**src/rtl/onehot_encoder_pipe.sv**
```systemverilog
// Pipelined one-hot to binary encoder: a radix-SPLIT OR tree with one register
// stage per tree level, valid/ready flow control and a multi-hot error flag.
module onehot_encoder_pipe #(
  parameter int WIDTH = 32,
  parameter int SPLIT = 4
) (
  input  logic                       clk,
  input  logic                       rst_n,
  input  logic                       s_vld,
  output logic                       s_rdy,
  input  logic [WIDTH-1:0]           dec_vld,
  output logic                       m_vld,
  input  logic                       m_rdy,
  output logic [$clog2(WIDTH)-1:0]   enc_idx,
  output logic                       enc_vld,
  output logic                       enc_err
);

  localparam int WIDTH_LOG = $clog2(WIDTH);
  localparam int SPLIT_LOG = $clog2(SPLIT);
  localparam int LEVELS    = (WIDTH_LOG + SPLIT_LOG - 1) / SPLIT_LOG;
  localparam int PAD_W     = SPLIT ** LEVELS;

  if (WIDTH < 2 || SPLIT < 2 || (SPLIT & (SPLIT - 1)) != 0) begin : g_param_check
    $error("onehot_encoder_pipe: WIDTH must be >= 2 and SPLIT a power of two >= 2");
  end

  // Handshake: a transfer happens on a rising edge where valid && ready.
  // Valid never depends on ready; s_rdy depends on m_rdy and stage occupancy
  // only, never on s_vld. Payload is held while m_vld && !m_rdy.

  logic [PAD_W-1:0]  pad_in;
  logic [LEVELS:1]   stg_vld;
  logic [LEVELS:1]   load;

  assign pad_in = PAD_W'(dec_vld);

  // A stage loads when empty or when its content moves on this cycle.
  always_comb begin
    logic adv;
    adv  = m_rdy;
    load = '0;
    for (int k = LEVELS; k >= 1; k--) begin
      load[k] = !stg_vld[k] || adv;
      adv     = load[k];
    end
  end

  assign s_rdy = load[1];
  assign m_vld = stg_vld[LEVELS];

  always_ff @(posedge clk or negedge rst_n) begin
    if (!rst_n) begin
      stg_vld <= '0;
    end else begin
      if (load[1]) stg_vld[1] <= s_vld;
      for (int k = 2; k <= LEVELS; k++) begin
        if (load[k]) stg_vld[k] <= stg_vld[k-1];
      end
    end
  end

  for (genvar k = 1; k <= LEVELS; k++) begin : g_stage
    localparam int NODES = SPLIT ** (LEVELS - k);
    localparam int IDX_W = k * SPLIT_LOG;

    logic [NODES-1:0]       vld_q, err_q, vld_d, err_d;
    logic [IDX_W-1:0]       idx_q [NODES];
    logic [IDX_W-1:0]       idx_d [NODES];
    logic [SPLIT_LOG-1:0]   sel   [NODES];
    logic [NODES*SPLIT-1:0] c_vld, c_err;

    // Child position is OR-ed in rather than priority-selected; a second set
    // child flags the node as multi-hot.
    always_comb begin
      for (int i = 0; i < NODES; i++) begin
        vld_d[i] = 1'b0;
        err_d[i] = 1'b0;
        sel[i]   = '0;
        for (int j = 0; j < SPLIT; j++) begin
          err_d[i] = err_d[i] | c_err[i*SPLIT+j];
          if (c_vld[i*SPLIT+j]) begin
            err_d[i] = err_d[i] | vld_d[i];
            vld_d[i] = 1'b1;
            sel[i]   = sel[i] | SPLIT_LOG'(j);
          end
        end
      end
    end

    if (k == 1) begin : g_leaf
      assign c_vld = pad_in;
      assign c_err = '0;
      assign idx_d = sel;
    end else begin : g_inner
      logic [IDX_W-SPLIT_LOG-1:0] c_idx [NODES*SPLIT];

      assign c_vld = g_stage[k-1].vld_q;
      assign c_err = g_stage[k-1].err_q;
      assign c_idx = g_stage[k-1].idx_q;

      always_comb begin
        for (int i = 0; i < NODES; i++) begin
          idx_d[i] = {sel[i], {(IDX_W-SPLIT_LOG){1'b0}}};
          for (int j = 0; j < SPLIT; j++) begin
            idx_d[i] = idx_d[i] | IDX_W'(c_idx[i*SPLIT+j]);
          end
        end
      end
    end

    always_ff @(posedge clk or negedge rst_n) begin
      if (!rst_n) begin
        vld_q <= '0;
        err_q <= '0;
        for (int i = 0; i < NODES; i++) idx_q[i] <= '0;
      end else if (load[k]) begin
        vld_q <= vld_d;
        err_q <= err_d;
        idx_q <= idx_d;
      end
    end
  end

  // Padding bits are never set, so the root index above WIDTH_LOG is always zero.
  assign enc_idx = g_stage[LEVELS].idx_q[0][WIDTH_LOG-1:0];
  assign enc_vld = g_stage[LEVELS].vld_q[0];
  assign enc_err = g_stage[LEVELS].err_q[0];

endmodule

```
**config.mk**
```make
export PLATFORM = sky130hd
export DESIGN_NAME = onehot_encoder_pipe
export DESIGN_NICKNAME = d
export VERILOG_FILES = /design/src/rtl/onehot_encoder_pipe.sv
export SDC_FILE = /design/constraint.sdc
export NUM_CORES = 1
export LEC_CHECK = 0
export BUFFER_PORTS_ARGS = -buffer_cell sky130_fd_sc_hd__buf_2
export CORE_MARGIN = 4
export CORE_UTILIZATION = 30
export CTS_BUF_LIST = sky130_fd_sc_hd__clkbuf_16
export DETAILED_ROUTE_END_ITERATION = 6
export GPL_TIMING_DRIVEN = 0
export PLACE_DENSITY = 0.5
export SYNTH_ARGS = -nofsm -noshare
export SYNTH_HDL_FRONTEND = slang
export SYNTH_SLANG_ARGS = --single-unit
```
**constraint.sdc**
```tcl
create_clock -name clk -period 2.4 [get_ports clk]
set_input_delay 0 -clock clk [delete_from_list [all_inputs] [get_ports clk]]
set_output_delay 0 -clock clk [all_outputs]
set_load 0.01 [all_outputs]
```
==> qor_table.md, run 1 <==
| Step | Parameter | This run |
|:---|:---|:---|
| run status | Status | finished, final reports clean |
| synth | Yosys reg bits | 54 |
| pwr | Leak Pwr | 1.086 nW |
| placed design | Gpl congestion | 0.7353 |
| worst setup path | Required time of the critical path | 2400 ps |
| global route | Tot GR Track Use | 0.1279 |
| drt | Number of DRC markers in iteration 0 | 91 |
| worst hold path | Hold Path Cell Cnt | 3 |
| final layout | Number of antenna cells inserted | 0 |
| sta | Setup Viol. Count Final | 0 |
| global route | Via count of the first global-routing pass | 1838 |
| worst hold path | Type of the most critical hold path | primary input to register |
| final layout | P&R area growth vs syn | 23.39% |
| synth | Most frequently used cell type in the post-synthesis netlist | sky130_fd_sc_hd__nor2_1 |
| job | Number of max-capacitance violations reported | 0 |
| sta | Pins over their slew limit | 0 |
| synth | Biggest area consumer among synthesized cells | sky130_fd_sc_hd__dfrtp_1 |
| worst setup path | Startpoint type of the worst setup path | register |
| pwr | Power density over the cells | 709.5 mW/mm^2 |
| synth | Sequential element share of the synthesized area | 0.5754 |
| global route | GRT Residual Overflow | 0 |
| pwr | Worst-case vdd ir drop | 0.2451 mV |
| drt | Number of vias per cell after detailed routing | 4.852 |
| sta | Final clock period utilization by the worst path | 0.6760 |
| worst setup path | Largest fanout on the critical path | 10 |
| synth | Xor-xnor portion of the synthesized cell area | 0 |
| synth | Ys Warns | 0 |
| floorplan | Core ar. | 0.007447 mm^2 |
| pwr | Sequential group share of total power | 0.493 |
| synth | Post-Syn Instances | 236 |
| pwr | Share of total power in combinational logic | 0.121 |
| global route | Number of antenna violations at the first check in global routing | 0 |
| clock network | Inserted Clock Buffers | 5 |
| drt | First-pass DRT Iterations | 4 |
| clock network | Worst-skew pair later-pin latency | 290 ps |
| sta | Worst clock skew on the final layout | 5.492 ps |
| sta | Upper clock frequency limit | 616.4 MHz |
| drt | Average detailed-routed wire length per instance | 14.26 um |
| sta | Crit path time final | 1622 ps |
| final layout | Proportion of layout cells with a drive suffix above 1 | 0.2055 |
| sta | Max_slew headroom | 0.5350 |
| placed design | HPWL reported at the end of detailed placement | 4038 um |
| floorplan | Height of the die | 96.48 um |
| synth | Unique cell type count in the Yosys netlist | 26 |
| sta | RSZ-0062 raised after global routing | no |
| worst setup path | Worst reg-to-reg path cell count | 6 |
| clock network | Post-CTS Repair Setup Buffers | 0 |
| clock network | Clock tree sinks | 54 |
| synth | Synth area leaders | sky130_fd_sc_hd__dfrtp_1 58%, sky130_fd_sc_hd__nor2_1 11%, sky130_fd_sc_hd__a21oi_1 6.8% |
| final layout | Number of fillers in the final layout | 788 |
| pwr | Clock group share of total power | 0.386 |
| final layout | Final Net Count | 327 |
| drt | Remaining antenna violation count after routing | 0 |
| sta | Count of final hold-check violations | 0 |
| floorplan | Number of placement rows | 31 |
| synth | Post-Syn Area | 0.002349 mm^2 |
| sta | Final worst hold slack | 4.404 ps |
| worst hold path | Hold path endpoint | g_stage[1].idx_q[18]$_DFFE_PN0P_ |
| synth | Proportion of register bits with asynchronous set or reset after synthesis | 1.000 |
| floorplan | Die area | 0.009307 mm^2 |
| synth | Number of enable-type register cells in the synthesized netlist | 0 |
| clock network | Root Buffer Master | sky130_fd_sc_hd__clkbuf_16 |
| placed design | Placement-stage worst setup slack | 896.2 ps |
| synth | Simple-Gate Fraction of Synth Area | 0.1966 |
| synth | Average cell area after synthesis | 9.951 um^2 |
| global route | Maximum number of pins on one net before global-route repair | 55 |
| pwr | Switching Power | 499.5 uW |
| clock network | Number of buffers inserted by hold repair at cts | 3 |
| synth | Portion of netlist area occupied by mux cells | 0.004795 |
| clock network | Max Root-Sink Buffers | 2 |
| final layout | Area used by sequential logic in the layout | 0.001351 mm^2 |
| sta | Final worst-path setup slack | 777.7 ps |
| final layout | Combined area of the multi-input logic cells | 930.9 um^2 |
| synth | Adder and majority gate portion of the synthesized area | 0.04262 |
| placed design | Number of port buffers | 44 |
| clock network | Clock H-tree levels | 2 |
| sta | Setup TNS Final | 0 ps |
| floorplan | Starting density of the core | 0.3154 |
| floorplan | Width of the chip | 96.48 um |
| clock network | CTS clock-pin slew for the worst setup and hold paths | 70 ps |
| worst setup path | Critical path class | register to output port |
| sta | Transition time at the pin with the least slew margin | 697.5 ps |
| drt | Final wirelength | 5575 um |
| synth | Main combinational cell family by area after synthesis | simple AND/OR/NAND/NOR gates |
| drt | Number of vias in the routed layout | 1897 |
| worst setup path | Worst flop-to-flop path endpoint | g_stage[1].vld_q[5]$_DFFE_PN0P_ |
| global route | Global-route wire length before repair | 8963 um |
| pwr | Switching Share | 0.2429 |
| worst setup path | Startpoint of the worst register-to-register path | stg_vld[3]$_DFFE_PN0P_ |
| worst setup path | Slack of the worst reg-to-reg path | 900 ps |
| synth | Top cell type's share of synthesized area | 0.5754 |
| worst setup path | WP data arrival | 1620 ps |
| worst hold path | Launch point of the worst hold path | dec_vld[25] |
| drt | Detailed-route DRC error count | 0 |
| synth | Commonest cells in the netlist | 69 x sky130_fd_sc_hd__nor2_1, 54 x sky130_fd_sc_hd__dfrtp_1, 32 x sky130_fd_sc_hd__a21oi_1, 14 x sky130_fd_sc_hd__nor4_1, 10 x sky130_fd_sc_hd__maj3_1 |
| synth | Compound-Gate Fraction of Synth Area | 0.1524 |
| clock network | TritonCTS clock tree | yes |
| synth | Primary flip-flop cell chosen by synthesis mapping | sky130_fd_sc_hd__dfrtp_1 |
| floorplan | I/O Pins | 45 |
| worst setup path | Crit path capture type | output port |
| pwr | Cell Int Power | 1.557 mW |
| clock network | Post-cts gate resize count | 0 |
| synth | Post-Synthesis Net Count | 272 |
## how the worst max path moves through the flow
stage                                      end                       startpoint  slack, ps
2_1_floorplan  g_stage[2].err_q[1]$_DFFE_PN0P_  g_stage[1].vld_q[5]$_DFFE_PN0P_       1160
3_3_place_gp   g_stage[1].vld_q[7]$_DFFE_PN0P_           stg_vld[3]$_DFFE_PN0P_        930
3_5_place_dp   g_stage[1].vld_q[5]$_DFFE_PN0P_           stg_vld[3]$_DFFE_PN0P_        900
4_1_cts                                  s_rdy           stg_vld[3]$_DFFE_PN0P_        740
5_1_grt                                  s_rdy           stg_vld[3]$_DFFE_PN0P_        670
6_report                                 s_rdy           stg_vld[3]$_DFFE_PN0P_        780
## worst max-delay path, cell delays in order (launching register included)
cell and delay, ps:
sky130_fd_sc_hd__dfrtp_1 410, sky130_fd_sc_hd__nand3b_4 170, sky130_fd_sc_hd__nor2_8 230, sky130_fd_sc_hd__inv_2 80, sky130_fd_sc_hd__buf_6 160, sky130_fd_sc_hd__buf_6 140
sky130_fd_sc_hd__buf_2 140
## final cells by class
| type | instances | share of cell area |
|---|---|---|
| clock buffer | 5 | 0.04318 |
| clock inverter | 3 | 0.01295 |
| timing repair buffer | 48 | 0.09067 |
| tap | 99 | 0.04275 |
| buffer | 9 | 0.02029 |
| inverter | 2 | 0.002591 |
| multi-input combinational | 171 | 0.3212 |
| sequential | 54 | 0.4663 |
## sequential cells by signal, summed over array words and instances (netlist names)
name           cells
g_stage.idx_q     29
g_stage.err_q     10
g_stage.vld_q     10
stg_vld            3
enc_err            1
enc_vld            1
## logic make-up after synthesis
| kind of cell | Yosys count |
|---|---|
| flops | 54 |
| compound gates | 59 |
| simple gates | 101 |
| buf+inv | 11 |
| mux | 1 |
| fa+ha+maj | 10 |
## routing by layer
metal  vias to the layer above  routed length [um]  GRT usage
li1                        940                   -          -
met1                       915                2649     0.1679
met4                         0                  83    0.04907
met5                         -                   0          0
met3                         8                 225    0.02556
met2                        34                2616     0.2080
## power groups by stage
stage	combinational [mW]	clock [mW]	sequential, mW
detailed placement	0.249	0	1.03
floorplan	0.128	0	1.02
global route	0.280	0.852	1.02
finish	0.249	0.794	1.01
CTS	0.254	0.817	1.01
global placement	0.244	0	1.03
## cells in the final DEF (no fill, tap or decap), types with 3 or more instances in the layout
cell	netlist	layout
sky130_fd_sc_hd__buf_2	2	45
sky130_fd_sc_hd__buf_6	3	3
sky130_fd_sc_hd__inv_1	1	3
sky130_fd_sc_hd__dfrtp_1	54	54
sky130_fd_sc_hd__dlygate4sd3_1	0	4
sky130_fd_sc_hd__maj3_1	10	10
sky130_fd_sc_hd__a21oi_1	32	32
sky130_fd_sc_hd__nand2_1	9	9
sky130_fd_sc_hd__clkbuf_16	0	5
sky130_fd_sc_hd__o2bb2ai_1	8	8
sky130_fd_sc_hd__o31ai_1	8	8
sky130_fd_sc_hd__nor4_1	14	14
sky130_fd_sc_hd__nor2_1	69	69
sky130_fd_sc_hd__o21ai_0	6	6
## stage by stage
step / utilization / power [mW] / instances / cell area, um^2
2_1_floorplan: - / 1.152 / 236 / 2349
3_3_place_gp: 0.3616 / 1.273 / 379 / 2693
3_5_place_dp: 0.3616 / 1.280 / 379 / 2693
4_1_cts: 0.3874 / 2.084 / 390 / 2885
5_1_grt: 0.3891 / 2.152 / 391 / 2898
6_report: 0.3891 / 2.056 / 391 / 2898
Note: power is estimated with default switching activity, not from simulation.
==> inputs of run 2 (changes only) <==
--- a/config.mk
+++ b/config.mk
@@ -5,13 +5,14 @@
 export SDC_FILE = /design/constraint.sdc
 export NUM_CORES = 1
 export LEC_CHECK = 0
+export ABC_AREA = 1
 export BUFFER_PORTS_ARGS = -buffer_cell sky130_fd_sc_hd__buf_2
 export CORE_MARGIN = 4
 export CORE_UTILIZATION = 30
 export CTS_BUF_LIST = sky130_fd_sc_hd__clkbuf_16
 export DETAILED_ROUTE_END_ITERATION = 6
 export GPL_TIMING_DRIVEN = 0
-export PLACE_DENSITY = 0.5
+export PLACE_DENSITY = 0.49
 export SYNTH_ARGS = -nofsm -noshare
 export SYNTH_HDL_FRONTEND = slang
 export SYNTH_SLANG_ARGS = --single-unit
==> constraint.sdc (replaced) <==
create_clock -name clk -period 1.54 [get_ports clk]
set_input_delay 0 -clock clk [delete_from_list [all_inputs] [get_ports clk]]
set_output_delay 0 -clock clk [all_outputs]
set_load 0.01 [all_outputs]
==> run 2 against run 1 <==
Effect of this change:
- the flow now finishes with violations (negative hold slack)
- wire length shrank 2.2%
- setup slack lost 600 ps
- critical path depth is the same
- first-iteration DRC count grew 8.8%
- flip-flop and latch count is the same
==> qor_table.md, run 2 <==
| Step | Parameter | This run | Delta |
|:---|:---|:---|:---|
| worst setup path | Ordered cell list for the critical path | inv_1 > nor2_4 > nand3_2 > buf_6 > buf_6 > buf_2 | was nand3b_4 > nor2_8 > inv_2 > buf_6 > buf_6 > buf_2 |
| clock network | Root Buffer Master | sky130_fd_sc_hd__clkbuf_16 | unchanged |
| synth | Ys Warns | 0 | unchanged |
| drt | Final wirelength | 5454 um | was 5575 um |
| sta | Count of final hold-check violations | 55 | was 0 |
| final layout | Most common cell after layout, fill and taps aside | sky130_fd_sc_hd__nor2_1 | unchanged |
| worst hold path | Type of the most critical hold path | primary input to asynchronous set/reset pin | was primary input to register |
| final layout | Proportion of layout cells with a drive suffix above 1 | 0.1717 | was 0.2055 |
| synth | Number of enable-type register cells in the synthesized netlist | 0 | unchanged |
| run status | Status | finished, violations left | was finished, final reports clean |
| final layout | Most flops, register | g_stage.idx_q | unchanged |
| job | Number of max-capacitance violations reported | 0 | unchanged |
| worst setup path | Cell occurring most often along the worst timing path | sky130_fd_sc_hd__buf_6 | unchanged |
| final layout | Number of antenna cells inserted | 0 | unchanged |
| pwr | Worst-case vdd ir drop | 0.5630 mV | was 0.2451 mV |
| synth | Synth area leaders | sky130_fd_sc_hd__dfrtp_1 55%, sky130_fd_sc_hd__nor2_1 11%, sky130_fd_sc_hd__nand2_1 8.9% | was sky130_fd_sc_hd__dfrtp_1 58%, sky130_fd_sc_hd__nor2_1 11%, sky130_fd_sc_hd__a21oi_1 6.8% |
| final layout | Final Net Count | 396 | was 327 |
| synth | Average cell area after synthesis | 8.024 um^2 | was 9.951 um^2 |
| clock network | Inserted Clock Buffers | 5 | unchanged |
| pwr | Cell Int Power | 2.288 mW | was 1.557 mW |
| sta | Transition time at the pin with the least slew margin | 1197 ps | was 697.5 ps |
| synth | Post-Syn Instances | 305 | was 236 |
| floorplan | Starting density of the core | 0.3119 | was 0.3154 |
| worst setup path | Largest fanout on the critical path | 10 | unchanged |
| worst setup path | Required time of the critical path | 1540 ps | was 2400 ps |
| worst setup path | Crit path capture type | output port | unchanged |
| sta | Max_slew headroom | 0.2021 | was 0.5350 |
| clock network | Post-CTS Repair Setup Buffers | 0 | unchanged |
| floorplan | Core ar. | 0.007848 mm^2 | was 0.007447 mm^2 |
| worst setup path | Crit path buf inv count | 4 | unchanged |
| synth | Most frequently used cell type in the post-synthesis netlist | sky130_fd_sc_hd__nor2_1 | unchanged |
| synth | Biggest area consumer among synthesized cells | sky130_fd_sc_hd__dfrtp_1 | unchanged |
| placed design | Gpl congestion | 0.7516 | was 0.7353 |
| floorplan | Width of the chip | 98.32 um | was 96.48 um |
| sta | Setup Viol. Count Final | 0 | unchanged |
| worst setup path | Startpoint type of the worst setup path | register | unchanged |
| worst setup path | WP data arrival | 1370 ps | was 1620 ps |
| global route | Via count of the first global-routing pass | 1967 | was 1838 |
| synth | Post-Synthesis Net Count | 341 | was 272 |
| placed design | Number of port buffers | 44 | unchanged |
| pwr | Sequential group share of total power | 0.517 | was 0.493 |
| floorplan | Height of the die | 98.32 um | was 96.48 um |
| clock network | Worst-skew pair later-pin latency | 280 ps | was 290 ps |
| clock network | CTS clock-pin slew for the worst setup and hold paths | 70 ps | about the same |
| clock network | TritonCTS clock tree | yes | unchanged |
| final layout | Largest registers in the final layout | g_stage.idx_q x29, g_stage.err_q x10, g_stage.vld_q x10 | unchanged |
| worst setup path | Delay of the slowest cell on the worst path | 340 ps | was 410 ps |
| final layout | Max reg flops | 29 | unchanged |
| synth | Top cell type's share of synthesized area | 0.5521 | was 0.5754 |
| pwr | Leak Pwr | 1.419 nW | was 1.086 nW |
| synth | Sequential element share of the synthesized area | 0.5521 | was 0.5754 |
| clock network | Clock H-tree levels | 2 | unchanged |
| run status | Violated checks | negative hold slack |  |
| drt | First-pass DRT Iterations | 4 | unchanged |
| drt | Detailed-route DRC error count | 0 | unchanged |
| synth | Commonest cells in the netlist | 73 x sky130_fd_sc_hd__nor2_1, 58 x sky130_fd_sc_hd__nand2_1, 54 x sky130_fd_sc_hd__dfrtp_1, 34 x sky130_fd_sc_hd__inv_1, 24 x sky130_fd_sc_hd__a21oi_1 | was 69 x sky130_fd_sc_hd__nor2_1, 54 x sky130_fd_sc_hd__dfrtp_1, 32 x sky130_fd_sc_hd__a21oi_1, 14 x sky130_fd_sc_hd__nor4_1, 10 x sky130_fd_sc_hd__maj3_1 |
| sta | Upper clock frequency limit | 731.8 MHz |  |
| global route | Number of antenna violations at the first check in global routing | 0 | unchanged |
| global route | Tot GR Track Use | 0.1188 | was 0.1279 |
| final layout | Highest-count cells in the layout ignoring fill and taps | 73 x sky130_fd_sc_hd__nor2_1, 58 x sky130_fd_sc_hd__nand2_1, 54 x sky130_fd_sc_hd__dfrtp_1 | was 69 x sky130_fd_sc_hd__nor2_1, 54 x sky130_fd_sc_hd__dfrtp_1, 45 x sky130_fd_sc_hd__buf_2 |
| final layout | Layout Cells excl Fill | 463 | was 391 |
| sta | Final clock period utilization by the worst path | 0.8873 |  |
| drt | Average detailed-routed wire length per instance | 11.78 um | was 14.26 um |
| pwr | Clock group share of total power | 0.344 | was 0.386 |
| drt | Number of vias per cell after detailed routing | 4.380 | was 4.852 |
| sta | Setup TNS Final | 0 ps | unchanged |
| global route | Maximum number of pins on one net before global-route repair | 55 | unchanged |
| drt | Remaining antenna violation count after routing | 0 | unchanged |
| sta | Worst clock skew on the final layout | 3.815 ps | was 5.492 ps |
| sta | Final worst hold slack | -35.58 ps | was 4.404 ps |
| global route | Global-route wire length before repair | 9321 um | was 8963 um |
| synth | Proportion of register bits with asynchronous set or reset after synthesis | 1.000 | unchanged |
| pwr | Power density over the cells | 1042 mW/mm^2 | was 709.5 mW/mm^2 |
| synth | Yosys reg bits | 54 | unchanged |
| pwr | Share of total power in combinational logic | 0.139 | was 0.121 |
| clock network | Max Root-Sink Buffers | 2 | unchanged |
| drt | Number of vias in the routed layout | 2028 | was 1897 |
| pwr | Switching Power | 809.6 uW | was 499.5 uW |
| worst setup path | Critical path class | register to output port | unchanged |
| synth | Unique cell type count in the Yosys netlist | 17 | was 26 |
| clock network | Clock tree sinks | 54 | unchanged |
| global route | GRT Residual Overflow | 0 | unchanged |
| floorplan | I/O Pins | 45 | unchanged |
| sta | RSZ-0062 raised after global routing | no | unchanged |
| worst setup path | Cell type group with the largest total delay on the critical path | buffers and inverters | unchanged |
| final layout | P&R area growth vs syn | 21.47% | was 23.39% |
| synth | Primary flip-flop cell chosen by synthesis mapping | sky130_fd_sc_hd__dfrtp_1 | unchanged |
| sta | Crit path time final | 1367 ps |  |
| placed design | HPWL reported at the end of detailed placement | 4079 um | was 4038 um |
| synth | Post-Syn Area | 0.002447 mm^2 | was 0.002349 mm^2 |
| pwr | Switching Share | 0.2614 | was 0.2429 |
| worst setup path | Cell with the biggest individual delay on the critical path | sky130_fd_sc_hd__dfrtp_1 | unchanged |
| floorplan | Die area | 0.009667 mm^2 | was 0.009307 mm^2 |
| sta | Pins over their slew limit | 0 | unchanged |
| placed design | Number of cells in the design after placement | 451 | was 379 |
| floorplan | Number of placement rows | 32 | was 31 |
| drt | Number of DRC markers in iteration 0 | 99 | was 91 |
-- run 2: changes by cell type in the layout (fill, tap and decap cells not counted), moves of 10 or more --
cell / previous run / this run
sky130_fd_sc_hd__maj3_1: 10 / 0
sky130_fd_sc_hd__inv_1: 3 / 35
sky130_fd_sc_hd__nor4_1: 14 / 0
sky130_fd_sc_hd__nand2_1: 9 / 58
sky130_fd_sc_hd__o21ai_0: 6 / 21
-- run 2: timing repair --
item | in CTS | in global routing
hold buffers | 4 | 0
resized for setup | 0 | 0
endpoints found under the hold margin | 3 | 0
-- run 2: kinds of logic after synthesis --
group | synth area share
AO/OA/AOI/OAI | 0.1212
buffers and inverters | 0.07975
flip-flops | 0.5521
AND/OR/NAND/NOR | 0.2469
-- run 2: path summary, 6_finish.rpt --
check,start,to,slack (ps),cells past startpoint
max,stg_vld[3]$_DFFE_PN0P_,s_rdy,170,6
min,rst_n,g_stage[3].idx_q[1]$_DFFE_PN0P_,-40,1
max reg2reg,stg_vld[3]$_DFFE_PN0P_,g_stage[1].vld_q[4]$_DFFE_PN0P_,250,7
min reg2reg,g_stage[3].idx_q[0]$_DFFE_PN0P_,g_stage[3].idx_q[0]$_DFFE_PN0P_,480,2
max in group asynchronous,rst_n,g_stage[1].err_q[6]$_DFFE_PN0P_,860,1
min in group clk,dec_vld[27],g_stage[1].idx_q[18]$_DFFE_PN0P_,0,3
-- run 2: cell type report --
type                    instances  area (um^2)
plain buffers                  10        67.56
clock buffers                   5        125.1
clock inverters                 3        12.51
fillers                       856         4875
inverters                      34        127.6
multi-input cells             207        900.9
flip-flops and latches         54         1351
well taps                     102        127.6
repair buffers                 48        260.3
-- run 2: worst reg2reg max path: stages, from the launching register on --
cell                      delay [ps]
sky130_fd_sc_hd__dfrtp_1         340
sky130_fd_sc_hd__inv_1            60
sky130_fd_sc_hd__nor2_4          140
sky130_fd_sc_hd__nand3_2         100
sky130_fd_sc_hd__buf_6           160
sky130_fd_sc_hd__buf_2           190
sky130_fd_sc_hd__nor2_1          120
sky130_fd_sc_hd__a21oi_1          60
-- run 2: power groups by stage --
stage | sequential, mW | clock [mW] | combinational [mW]
2_1_floorplan | 1.62 | 0 | 0.245
3_3_place_gp | 1.63 | 0 | 0.425
3_5_place_dp | 1.63 | 0 | 0.430
4_1_cts | 1.60 | 1.09 | 0.442
5_1_grt | 1.62 | 1.16 | 0.502
6_report | 1.60 | 1.07 | 0.431
-- run 2: per-layer routing --
layer | global-route usage | share of wire
met2 | 0.1903 | 0.45
met1 | 0.1631 | 0.49
met5 | 0 | 0
met3 | 0.02571 | 0.044
met4 | 0.03151 | 0.010
-- run 2: per-stage QoR --
stage          utilization  hold WS, ps  power (mW)  setup WS, ps  area, um^2
2_1_floorplan            -       -295.6       1.866         362.1        2447
3_3_place_gp        0.3562        221.7       2.052         262.1        2795
3_5_place_dp        0.3562        208.0       2.060         247.4        2795
4_1_cts             0.3788      0.07438       3.134         150.4        2973
5_1_grt             0.3788        8.380       3.280         35.24        2973
6_report            0.3788       -35.58       3.097         173.5        2973
==> inputs of run 3 (changes only) <==
--- a/config.mk
+++ b/config.mk
@@ -7,6 +7,7 @@
 export LEC_CHECK = 0
 export ABC_AREA = 1
 export BUFFER_PORTS_ARGS = -buffer_cell sky130_fd_sc_hd__buf_2
+export CORE_ASPECT_RATIO = 1.2
 export CORE_MARGIN = 4
 export CORE_UTILIZATION = 30
 export CTS_BUF_LIST = sky130_fd_sc_hd__clkbuf_16
==> constraint.sdc (replaced) <==
create_clock -name clk -period 1.7 [get_ports clk]
set_input_delay 0 -clock clk [delete_from_list [all_inputs] [get_ports clk]]
set_output_delay 0 -clock clk [all_outputs]
set_load 0.01 [all_outputs]
==> run 3 against run 2 <==
Effect of this change:
- via count rose by 2.9%
- clock skew rose by 5.8 ps
- power is 2.7% lower
- largest power group unchanged
- combinational power is 5.3% lower
- the run still ends with negative hold slack left
- die area hardly changed
- final cell count is 1.3% lower
- sequential power is 9% lower
- critical path depth grew 1
- critical endpoint unchanged
- critical path type unchanged
==> qor_table.md, run 3 (synthesized netlist as in run 2, its figures left out) <==
| Step | Parameter | This run | Delta |
|:---|:---|:---|:---|
| sta | Setup Viol. Count Final | 0 | unchanged |
| floorplan | I/O Pins | 45 | unchanged |
| pwr | Leak Pwr | 1.456 nW | was 1.419 nW |
| placed design | Number of cells in the design after placement | 441 | was 451 |
| clock network | Root Buffer Master | sky130_fd_sc_hd__clkbuf_16 | unchanged |
| job | Number of max-capacitance violations reported | 0 | unchanged |
| final layout | Most flops, register | g_stage.idx_q | unchanged |
| global route | Via count of the first global-routing pass | 2008 | was 1967 |
| worst hold path | Launch point of the worst hold path | dec_vld[7] |  |
| global route | Number of antenna violations at the first check in global routing | 0 | unchanged |
| placed design | Gpl congestion | 0.7478 | was 0.7516 |
| floorplan | Height of the die | 106.9 um | was 98.32 um |
| sta | Transition time at the pin with the least slew margin | 500.3 ps | was 1197 ps |
| clock network | Clock H-tree levels | 2 | unchanged |
| final layout | Proportion of layout cells with a drive suffix above 1 | 0.1863 | was 0.1717 |
| final layout | Final Net Count | 400 | was 396 |
| drt | Detailed-route DRC error count | 0 | unchanged |
| sta | Pins over their slew limit | 0 | unchanged |
| floorplan | Starting density of the core | 0.3140 | was 0.3119 |
| floorplan | Die area | 0.009673 mm^2 | was 0.009667 mm^2 |
| run status | Status | finished, violations left | unchanged |
| worst setup path | Crit path capture type | output port | unchanged |
| worst setup path | Startpoint type of the worst setup path | register | unchanged |
| sta | Worst clock skew on the final layout | 9.638 ps | was 3.815 ps |
| final layout | Most common cell after layout, fill and taps aside | sky130_fd_sc_hd__nor2_1 | unchanged |
| worst setup path | Largest fanout on the critical path | 10 | unchanged |
| drt | Average detailed-routed wire length per instance | 12.17 um | was 11.78 um |
| sta | Max_slew headroom | 0.6665 | was 0.2021 |
| drt | Number of vias per cell after detailed routing | 4.565 | was 4.380 |
| clock network | Max Root-Sink Buffers | 2 | unchanged |
| floorplan | Width of the chip | 90.45 um | was 98.32 um |
| clock network | TritonCTS clock tree | yes | unchanged |
| clock network | Worst-skew pair later-pin latency | 290 ps | was 280 ps |
| sta | Final worst hold slack | -1.192 ps | was -35.58 ps |
| global route | Tot GR Track Use | 0.1221 | was 0.1188 |
| worst hold path | Type of the most critical hold path | primary input to register | was primary input to asynchronous set/reset pin |
| final layout | Total non-filler cell area in the finished layout | 0.003042 mm^2 | was 0.002973 mm^2 |
| drt | Final wirelength | 5560 um | was 5454 um |
| clock network | Clock tree sinks | 54 | unchanged |
| global route | Maximum number of pins on one net before global-route repair | 55 | unchanged |
| placed design | HPWL reported at the end of detailed placement | 4105 um | was 4079 um |
| worst setup path | Slack of the worst reg-to-reg path | 300 ps | was 250 ps |
| worst setup path | WP data arrival | 1500 ps | was 1370 ps |
| pwr | Power density over the cells | 990.6 mW/mm^2 | was 1042 mW/mm^2 |
| global route | GRT Residual Overflow | 0 | unchanged |
| floorplan | Number of placement rows | 35 | was 32 |
| worst setup path | Startpoint of the worst register-to-register path | stg_vld[3]$_DFFE_PN0P_ | unchanged |
| drt | Remaining antenna violation count after routing | 0 | unchanged |
| final layout | Highest-count cells in the layout ignoring fill and taps | 73 x sky130_fd_sc_hd__nor2_1, 58 x sky130_fd_sc_hd__nand2_1, 54 x sky130_fd_sc_hd__dfrtp_1 | unchanged |
| final layout | Largest registers in the final layout | g_stage.idx_q x29, g_stage.err_q x10, g_stage.vld_q x10 | unchanged |
| clock network | Inserted Clock Buffers | 5 | unchanged |
| sta | Setup TNS Final | 0 ps | unchanged |
| sta | Crit path time final | 1501 ps |  |
| final layout | Layout Cells excl Fill | 457 | was 463 |
| global route | Global-route wire length before repair | 9425 um | was 9321 um |
| drt | Number of DRC markers in iteration 0 | 62 | was 99 |
| sta | Count of final hold-check violations | 1 | was 55 |
| placed design | Number of port buffers | 44 | unchanged |
| floorplan | Core ar. | 0.007795 mm^2 | was 0.007848 mm^2 |
| clock network | CTS clock-pin slew for the worst setup and hold paths | 70 ps | about the same |
| sta | RSZ-0062 raised after global routing | no | unchanged |
| worst setup path | Startpoint of the most critical setup path | stg_vld[3]$_DFFE_PN0P_ | unchanged |
| pwr | Worst-case vdd ir drop | 0.4125 mV | was 0.5630 mV |
| final layout | Number of antenna cells inserted | 0 | unchanged |
| final layout | Max reg flops | 29 | unchanged |
| worst setup path | Critical path class | register to output port | unchanged |
| sta | Final clock period utilization by the worst path | 0.8832 |  |
| sta | Upper clock frequency limit | 666.0 MHz |  |
| worst setup path | Required time of the critical path | 1700 ps | was 1540 ps |
| drt | First-pass DRT Iterations | 4 | unchanged |
| placed design | Area of placed instances | 0.002783 mm^2 | was 0.002795 mm^2 |
| run status | Violated checks | negative hold slack | unchanged |
| final layout | P&R area growth vs syn | 24.28% | was 21.47% |
| pwr | Sum of internal, switching and leakage power | 3.013 mW | was 3.097 mW |
| drt | Number of vias in the routed layout | 2086 | was 2028 |
-- run 3: cell types whose count changed in the layout (fill, tap and decap cells not counted), sizes merged --
cell	change
inv	-1
bufinv	+1
buf	+4
-- run 3: repair_timing --
action | 4_1_cts | 5_1_grt
gates resized for setup | 0 | 2
hold buffers | 4 | 1
buffers inserted | 0 | 3
endpoints found under the hold margin | 3 | 20
endpoints found under the setup margin | 0 | 1
-- run 3: metrics by stage --
step                setup WS, ps    util
floorplan                  522.1       -
global placement           421.5  0.3570
detailed placement         422.8  0.3570
CTS                        83.78  0.3833
global route               98.67  0.3902
finish                     198.6  0.3902
-- run 3: critical path: stages (launching register included) --
cell	delay (ps)
sky130_fd_sc_hd__dfrtp_1	340
sky130_fd_sc_hd__inv_1	60
sky130_fd_sc_hd__nor2_4	170
sky130_fd_sc_hd__nand3_4	100
sky130_fd_sc_hd__buf_8	140
sky130_fd_sc_hd__buf_4	140
sky130_fd_sc_hd__buf_6	140
sky130_fd_sc_hd__buf_2	140
-- run 3: power by group --
part	total, mW	switching [mW]	internal (mW)
clock network	1.15	0.464	0.690
logic	0.408	0.245	0.163
registers	1.45	0.0617	1.39
total	3.01	0.770	2.24
-- run 3: path summary, 6_finish.rpt --
| path | endpoint | cells past startpoint |
|---|---|---|
| worst max-delay path | s_rdy | 7 |
| worst min-delay path | g_stage[1].idx_q[28]$_DFFE_PN0P_ | 3 |
| worst max register to register | g_stage[1].vld_q[5]$_DFFE_PN0P_ | 8 |
| worst min register to register | g_stage[3].idx_q[1]$_DFFE_PN0P_ | 2 |
| max in group asynchronous | g_stage[2].idx_q[10]$_DFFE_PN0P_ | 3 |
| min in group asynchronous | g_stage[1].idx_q[24]$_DFFE_PN0P_ | 2 |
-- run 3: cell type report --
cell class | instances | area (um^2)
buffer | 10 | 71.32
fill | 822 | 4753
tap | 92 | 115.1
timing repair buffer | 52 | 302.8
inverter | 34 | 127.6
clock buffer | 5 | 125.1
multi-input combinational | 207 | 908.4
sequential | 54 | 1351
clock inverter | 3 | 40.04
-- run 3: routing by layer --
metal | global-route usage | share of wire | vias to the layer above
li1 | - | - | 1076
met1 | 0.1575 | 0.47 | 964
met2 | 0.2023 | 0.47 | 41
met3 | 0.03158 | 0.040 | 5
met4 | 0.03611 | 0.012 | 0
met5 | 0 | 0 | -
